--- src/rtl/mux_tdm_param_pkg.sv ---
// Shared constants and helpers for the TDM lane multiplexer.
package mux_tdm_param_pkg;

    // Invalid-slot data policies
    localparam int MODE_ZERO = 0;
    localparam int MODE_HOLD = 1;

    // Ceiling log2, at least 1 so select buses are never zero-width
    function automatic int clog2(input int value);
        int r;
        r = 0;
        for (int i = 0; i < 32; i++) begin
            if ((1 << r) < value) r = r + 1;
        end
        if (r < 1) r = 1;
        return r;
    endfunction

endpackage

--- src/rtl/mux_tdm_param_group.sv ---
// One output group: picks one of RATIO lanes by sel_now, registers data/valid,
// and counts slots where the picked lane had no valid data.
module mux_tdm_group
    import mux_tdm_param_pkg::*;
#(
    parameter int WIDTH = 8,
    parameter int RATIO = 2,
    parameter int MODE  = MODE_ZERO,
    parameter int CNTW  = 8
) (
    input  logic                        clk,
    input  logic                        reset,
    input  logic                        cnt_clr,
    input  logic [clog2(RATIO)-1:0]     sel_now,
    input  logic [RATIO*WIDTH-1:0]      lane_data,
    input  logic [RATIO-1:0]            lane_valid,
    output logic [WIDTH-1:0]            data,
    output logic                        valid,
    output logic [CNTW-1:0]             cnt
);

    localparam int SELW = clog2(RATIO);

    logic [WIDTH-1:0] pick_data;
    logic             pick_valid;

    // Lane select for the current slot
    always_comb begin
        pick_data  = '0;
        pick_valid = 1'b0;
        for (int i = 0; i < RATIO; i++) begin
            if (sel_now == SELW'(i)) begin
                pick_data  = lane_data[i*WIDTH +: WIDTH];
                pick_valid = lane_valid[i];
            end
        end
    end

    // Output data/valid register with the invalid-slot policy
    always_ff @(posedge clk) begin
        if (reset) begin
            data  <= '0;
            valid <= 1'b0;
        end else begin
            valid <= pick_valid;
            if (pick_valid)
                data <= pick_data;
            else if (MODE == MODE_ZERO)
                data <= '0;
        end
    end

    // Saturating underrun counter; clear beats a same-cycle increment
    always_ff @(posedge clk) begin
        if (reset || cnt_clr)
            cnt <= '0;
        else if (!pick_valid && (cnt != {CNTW{1'b1}}))
            cnt <= cnt + 1'b1;
    end

endmodule

--- src/rtl/mux_tdm_param.sv ---
// Time-division mux of NUM_IN lanes onto NUM_IN/RATIO output groups.
// All groups share one slot rotation so they switch in lockstep.
module mux_tdm_param
    import mux_tdm_param_pkg::*;
#(
    parameter int WIDTH  = 8,
    parameter int NUM_IN = 4,
    parameter int RATIO  = 2,
    parameter int MODE   = MODE_ZERO,
    parameter int CNTW   = 8
) (
    input  logic                              clk,
    input  logic                              reset,
    input  logic                              align,
    input  logic                              cnt_clr,
    input  logic [NUM_IN*WIDTH-1:0]           in_data,
    input  logic [NUM_IN-1:0]                 in_valid,
    output logic [(NUM_IN/RATIO)*WIDTH-1:0]   out_data,
    output logic [NUM_IN/RATIO-1:0]           out_valid,
    output logic [clog2(RATIO)-1:0]           out_slot,
    output logic                              out_first,
    output logic [(NUM_IN/RATIO)*CNTW-1:0]    underrun_cnt
);

    localparam int NUM_OUT = NUM_IN / RATIO;
    localparam int SELW    = clog2(RATIO);

    logic [SELW-1:0] sel;
    logic [SELW-1:0] sel_now;

    // align restarts the rotation from slot 0 in this very cycle
    always_comb begin
        sel_now = align ? '0 : sel;
    end

    // Slot rotation; wraps to 0 with no idle cycle
    always_ff @(posedge clk) begin
        if (reset)
            sel <= '0;
        else if (sel_now == SELW'(RATIO - 1))
            sel <= '0;
        else
            sel <= sel_now + 1'b1;
    end

    // Slot tag that travels alongside the registered outputs
    always_ff @(posedge clk) begin
        if (reset) begin
            out_slot  <= '0;
            out_first <= 1'b0;
        end else begin
            out_slot  <= sel_now;
            out_first <= (sel_now == '0);
        end
    end

    for (genvar g = 0; g < NUM_OUT; g++) begin : g_grp
        mux_tdm_group #(
            .WIDTH (WIDTH),
            .RATIO (RATIO),
            .MODE  (MODE),
            .CNTW  (CNTW)
        ) u_grp (
            .clk        (clk),
            .reset      (reset),
            .cnt_clr    (cnt_clr),
            .sel_now    (sel_now),
            .lane_data  (in_data[g*RATIO*WIDTH +: RATIO*WIDTH]),
            .lane_valid (in_valid[g*RATIO +: RATIO]),
            .data       (out_data[g*WIDTH +: WIDTH]),
            .valid      (out_valid[g]),
            .cnt        (underrun_cnt[g*CNTW +: CNTW])
        );
    end

endmodule
--- config.mk ---
export PLATFORM = sky130hd
export DESIGN_NAME = mux_tdm_param
export DESIGN_NICKNAME = d
export VERILOG_FILES = /design/src/rtl/mux_tdm_param_pkg.sv /design/src/rtl/mux_tdm_param_group.sv /design/src/rtl/mux_tdm_param.sv
export SDC_FILE = /design/constraint.sdc
export NUM_CORES = 1
export LEC_CHECK = 0
export CAP_MARGIN = 20
export CORE_MARGIN = 2
export CORE_UTILIZATION = 30
export DETAILED_ROUTE_END_ITERATION = 8
export GPL_TIMING_DRIVEN = 0
export PLACE_DENSITY_LB_ADDON = 0.2
export SLEW_MARGIN = 15
export SYNTH_ARGS = -nofsm -noshare
export SYNTH_HDL_FRONTEND = slang
export SYNTH_SLANG_ARGS = --single-unit
export TNS_END_PERCENT = 30
--- constraint.sdc ---
create_clock -name clk -period 2 [get_ports clk]
set_clock_uncertainty 0.15 [all_clocks]
set_input_delay 0.3 -clock clk [delete_from_list [all_inputs] [get_ports clk]]
set_output_delay 0.3 -clock clk [all_outputs]
set_load 0.02 [all_outputs]
==> results.sh <==
export IMPL_postSynthRegisterBits=37
export IMPL_synthesized_netlist_cell_count=183
export IMPL_power_density_nw_per_um2=622
export IMPL_number_of_antenna_violations_at_the_first_check_in_global_routing=0
export IMPL_port_buffer_count=75
export IMPL_postCtsHoldBufs=0
export IMPL_core_region_sq_um=5040
export IMPL_cts_htree_levels=2
export IMPL_vdd_ir_drop_worst_mv=0.314
export IMPL_post_place_cells=328
export IMPL_clock_sink_count=37
export IMPL_critical_path_top_delay_family="buffers and inverters"
export IMPL_fp_row_count=26
export IMPL_gr_total_overflow=0
export IMPL_cap_viol_max_count=0
export IMPL_reg2reg_setup_slack_ns=0.19
export IMPL_synth_compound_area_frac=0.185
export IMPL_worstPathArrival_ns=1.97
export IMPL_crit_fanout=10
export IMPL_detail_route_first_pass_iterations=4
export IMPL_dr_wl_met2_microns=1910
export IMPL_wire_length_of_the_first_global_routing_pass_microns=6310
export IMPL_cts_buffers_inserted=5
export IMPL_synth_xor_xnor_area_share=0
export IMPL_detailedPlacementHpwl_microns=2900
export IMPL_crit_slowest_cell="sky130_fd_sc_hd__clkdlybuf4s50_1"
export IMPL_cts_root_to_sink_buffers=2
export IMPL_cells_along_the_critical_path="clkdlybuf4s50_1 > nor2b_1 > mux2_4 > buf_2 > or3_1 > a21oi_1"
export IMPL_final_hold_violation_count=0
export IMPL_synthDominantAreaCellType="sky130_fd_sc_hd__dfxtp_1"
export IMPL_synth_net_count=225
export IMPL_drive_above_1_share=0.0677
export IMPL_status="finished, final reports clean"
export IMPL_cts_clk_slew_worst_paths_ns=0.08
export IMPL_slew_headroom=0.634
export IMPL_met1_length_microns=1780
export IMPL_drcViolationCount=0
export IMPL_worst_endpoint_required_ns=2.07
export IMPL_cts_tree="built"
export IMPL_drt_antenna_violating_nets=0
export IMPL_num_antenna_cells=0
export IMPL_synth_cell_types=38
export IMPL_cts_root_buf="sky130_fd_sc_hd__clkbuf_8"
export IMPL_cp_num_buf_inv=2
export IMPL_worstSetupStartpoint="align"
export IMPL_instances_no_fill=336
export IMPL_area_contributors_post_synth="sky130_fd_sc_hd__dfxtp_1 (48%), sky130_fd_sc_hd__nand2_1 (9.2%), sky130_fd_sc_hd__a21oi_1 (8.1%), sky130_fd_sc_hd__nand3_1 (2.3%), sky130_fd_sc_hd__o311ai_1 (1.7%)"
export IMPL_post_synth_top_area_fraction=0.480
export IMPL_report_final_setup_viol=0
export IMPL_synth_yosys_seq_area_share=0.480
export IMPL_detail_route_wl_per_cell_microns=12.1
export IMPL_report_final_slew_viol_count=0
export IMPL_unrepaired_setup_endpoints_after_global_routing="yes"
export IMPL_syn2layout_area_growth_pct=61.2
export IMPL_io_pin_count=76
export IMPL_synthSimpleGateAreaFrac=0.247
export IMPL_worstMarginPinSlew_ns=0.547
export IMPL_gr_usage_all_layers=0.147
export IMPL_grt_max_degree=12
export IMPL_die_h_microns=75.7
export IMPL_min_period_ns=1.90
export IMPL_dieArea_sq_um=5730
export IMPL_fmaxAchievable_mhz=526
export IMPL_post_synth_fa_ha_maj_area_fraction=0.0162
export IMPL_combinational_family_with_the_most_area_after_synthesis="simple AND/OR/NAND/NOR gates"
export IMPL_clk_insertion_delay_late_ns=0.29
export IMPL_avgViaCountPerCell=4.72
export IMPL_finalCritPeriodShare=0.951
export IMPL_vias_in_the_first_global_route=1370
export IMPL_hold_path_class="flip-flop to flip-flop"
export IMPL_finalWirelength_microns=4080
export IMPL_dr_total_vias=1587
export IMPL_worstReg2RegEnd="g_grp[0].u_grp.cnt[0]$_SDFFE_PP0P_"
export IMPL_worstReg2RegStart="sel$_SDFF_PP0_"
export IMPL_timing_critical_path_to_type="flip-flop"
export IMPL_type_of_element_launching_the_critical_path="input pin"
export IMPL_final_nets=307
export IMPL_top_layer="met4"
export IMPL_worst_slack_ns=0.0985
export IMPL_globalplace_congestion=0.817
export IMPL_synth_mux_area_frac=0.0227
export IMPL_route_met3_wl_microns=319
export IMPL_finalPower_mw=1.55
export IMPL_drtIter0Drc=92
export IMPL_post_syn_area_per_cell_sq_um=8.43
export IMPL_initial_core_util=0.306
export IMPL_synth_edff_count=0
export IMPL_ys_warn_count=0
export IMPL_power_static_leakage_nw=0.916
export IMPL_worstSetupEndpoint="g_grp[0].u_grp.cnt[0]$_SDFFE_PP0P_"
export IMPL_cpPeakStageDelay_ns=0.43
export IMPL_synth_async_reset_ratio=0
export IMPL_post_place_ws_ns=-0.311
export IMPL_netlist_area_sq_um=1540
export IMPL_critPathKind="input pin to flip-flop"
export IMPL_chip_width_microns=75.7
export IMPL_number_of_cells_traversed_by_the_worst_register_to_register_path=5
export IMPL_critical_path_cell_count=6
export IMPL_synth_main_ff_cell="sky130_fd_sc_hd__dfxtp_1"
[routing by layer]
layer  vias up  global-route usage
met4         0              0.0702
met1       712               0.191
met3         7              0.0542
met2        51               0.215
li1        817                   -
met5         -                   0
[sequential cells by signal, indices dropped and copies added (netlist names)]
name and count:
g_grp.u_grp.cnt 16, g_grp.u_grp.data 16, g_grp.u_grp.valid 2, out_first 1
out_slot 1, sel 1
[how the worst min path moves through the flow]
stage | start | end | slack, ns | cells past startpoint
2_1_floorplan | reset | out_first$_SDFF_PP0_ | 0.22 | 1
3_3_place_gp | g_grp[0].u_grp.cnt[3]$_SDFFE_PP0P_ | g_grp[0].u_grp.cnt[3]$_SDFFE_PP0P_ | 0.36 | 2
5_1_grt | in_data[17] | g_grp[1].u_grp.data[1]$_SDFF_PP0_ | 0.40 | 3
3_5_place_dp | g_grp[0].u_grp.cnt[3]$_SDFFE_PP0P_ | g_grp[0].u_grp.cnt[3]$_SDFFE_PP0P_ | 0.36 | 2
4_1_cts | g_grp[1].u_grp.cnt[6]$_SDFFE_PP0P_ | g_grp[1].u_grp.cnt[6]$_SDFFE_PP0P_ | 0.37 | 1
6_report | g_grp[1].u_grp.cnt[1]$_SDFFE_PP0P_ | g_grp[1].u_grp.cnt[1]$_SDFFE_PP0P_ | 0.37 | 2
[cells in the final DEF (no fill, tap or decap), types with 2 or more instances in the layout]
cell	n
sky130_fd_sc_hd__o41ai_1	3
sky130_fd_sc_hd__nand3b_1	2
sky130_fd_sc_hd__dfxtp_1	37
sky130_fd_sc_hd__nor3_1	4
sky130_fd_sc_hd__nand4_1	2
sky130_fd_sc_hd__nand2_1	38
sky130_fd_sc_hd__nor2b_1	2
sky130_fd_sc_hd__o21ai_0	4
sky130_fd_sc_hd__clkbuf_1	6
sky130_fd_sc_hd__a21oi_1	25
sky130_fd_sc_hd__clkbuf_2	2
sky130_fd_sc_hd__and3_1	2
sky130_fd_sc_hd__buf_2	2
sky130_fd_sc_hd__a31oi_1	2
sky130_fd_sc_hd__buf_4	2
sky130_fd_sc_hd__ha_1	2
sky130_fd_sc_hd__or3_1	3
sky130_fd_sc_hd__nor2_1	6
sky130_fd_sc_hd__clkinv_2	2
sky130_fd_sc_hd__o31ai_1	3
sky130_fd_sc_hd__clkbuf_8	5
sky130_fd_sc_hd__inv_1	4
sky130_fd_sc_hd__clkdlybuf4s50_1	75
sky130_fd_sc_hd__nand2b_1	3
sky130_fd_sc_hd__o311ai_1	3
sky130_fd_sc_hd__or4_1	3
sky130_fd_sc_hd__nand3_1	7
[final cells by class]
class                   instances  area [sq um]
inverters                       4          15.0
repair buffers                 75           751
fillers                       525          2560
plain buffers                  13          65.1
flip-flops and latches         37           741
clock buffers                   6          72.6
clock inverters                 2          10.0
multi-input cells             129           744
well taps                      70          87.6
[worst reg2reg max path: stages, from the launching register on]
cell and delay (ns):
sky130_fd_sc_hd__dfxtp_1 0.34, sky130_fd_sc_hd__nor2b_1 0.23, sky130_fd_sc_hd__mux2_4 0.34, sky130_fd_sc_hd__buf_2 0.18, sky130_fd_sc_hd__or3_1 0.35, sky130_fd_sc_hd__a21oi_1 0.14
[synth_stat cells (3+ instances only)]
cell and n:
sky130_fd_sc_hd__a21oi_1 25, sky130_fd_sc_hd__inv_1 4, sky130_fd_sc_hd__o41ai_1 3, sky130_fd_sc_hd__o31ai_1 3
sky130_fd_sc_hd__nand3_1 7, sky130_fd_sc_hd__nor3_1 4, sky130_fd_sc_hd__o311ai_1 3, sky130_fd_sc_hd__nand2_1 38
sky130_fd_sc_hd__dfxtp_1 37, sky130_fd_sc_hd__or3_1 3, sky130_fd_sc_hd__nor2_1 6, sky130_fd_sc_hd__o21ai_0 4
sky130_fd_sc_hd__clkbuf_1 6, sky130_fd_sc_hd__buf_2 3, sky130_fd_sc_hd__or4_1 3, sky130_fd_sc_hd__nand2b_1 3
[where the power goes]
part | switching [mW] | internal [mW]
registers | 0.00892 | 0.762
logic | 0.117 | 0.144
clock network | 0.273 | 0.242
[cells by family (layout without fill, tap and decap cells)]
kind of cell,after synthesis,after routing
flip-flops,37,37
AO/OA/AOI/OAI,46,46
buffers and inverters,17,100
multiplexers,3,3
adder cells (fa/ha/maj),2,2
AND/OR/NAND/NOR,78,78
[repair_timing]
| item | in CTS | in global routing |
|---|---|---|
| endpoints found under the setup margin | 0 | 19 |
| setup buffers | 0 | 0 |
| resized for setup | 0 | 7 |
[metrics by stage]
stage	cell area [sq um]	hold WS (ns)	util	TNS, ns
final	2490	0.373	0.493	0
after global routing	2490	0.401	0.493	-0.233
after CTS	2460	0.371	0.489	0
after floorplan	1540	0.222	-	0
after global placement	2380	0.357	0.472	-5.57
after detailed placement	2380	0.356	0.472	-6.13
Note: power is estimated with default switching activity, not from simulation.
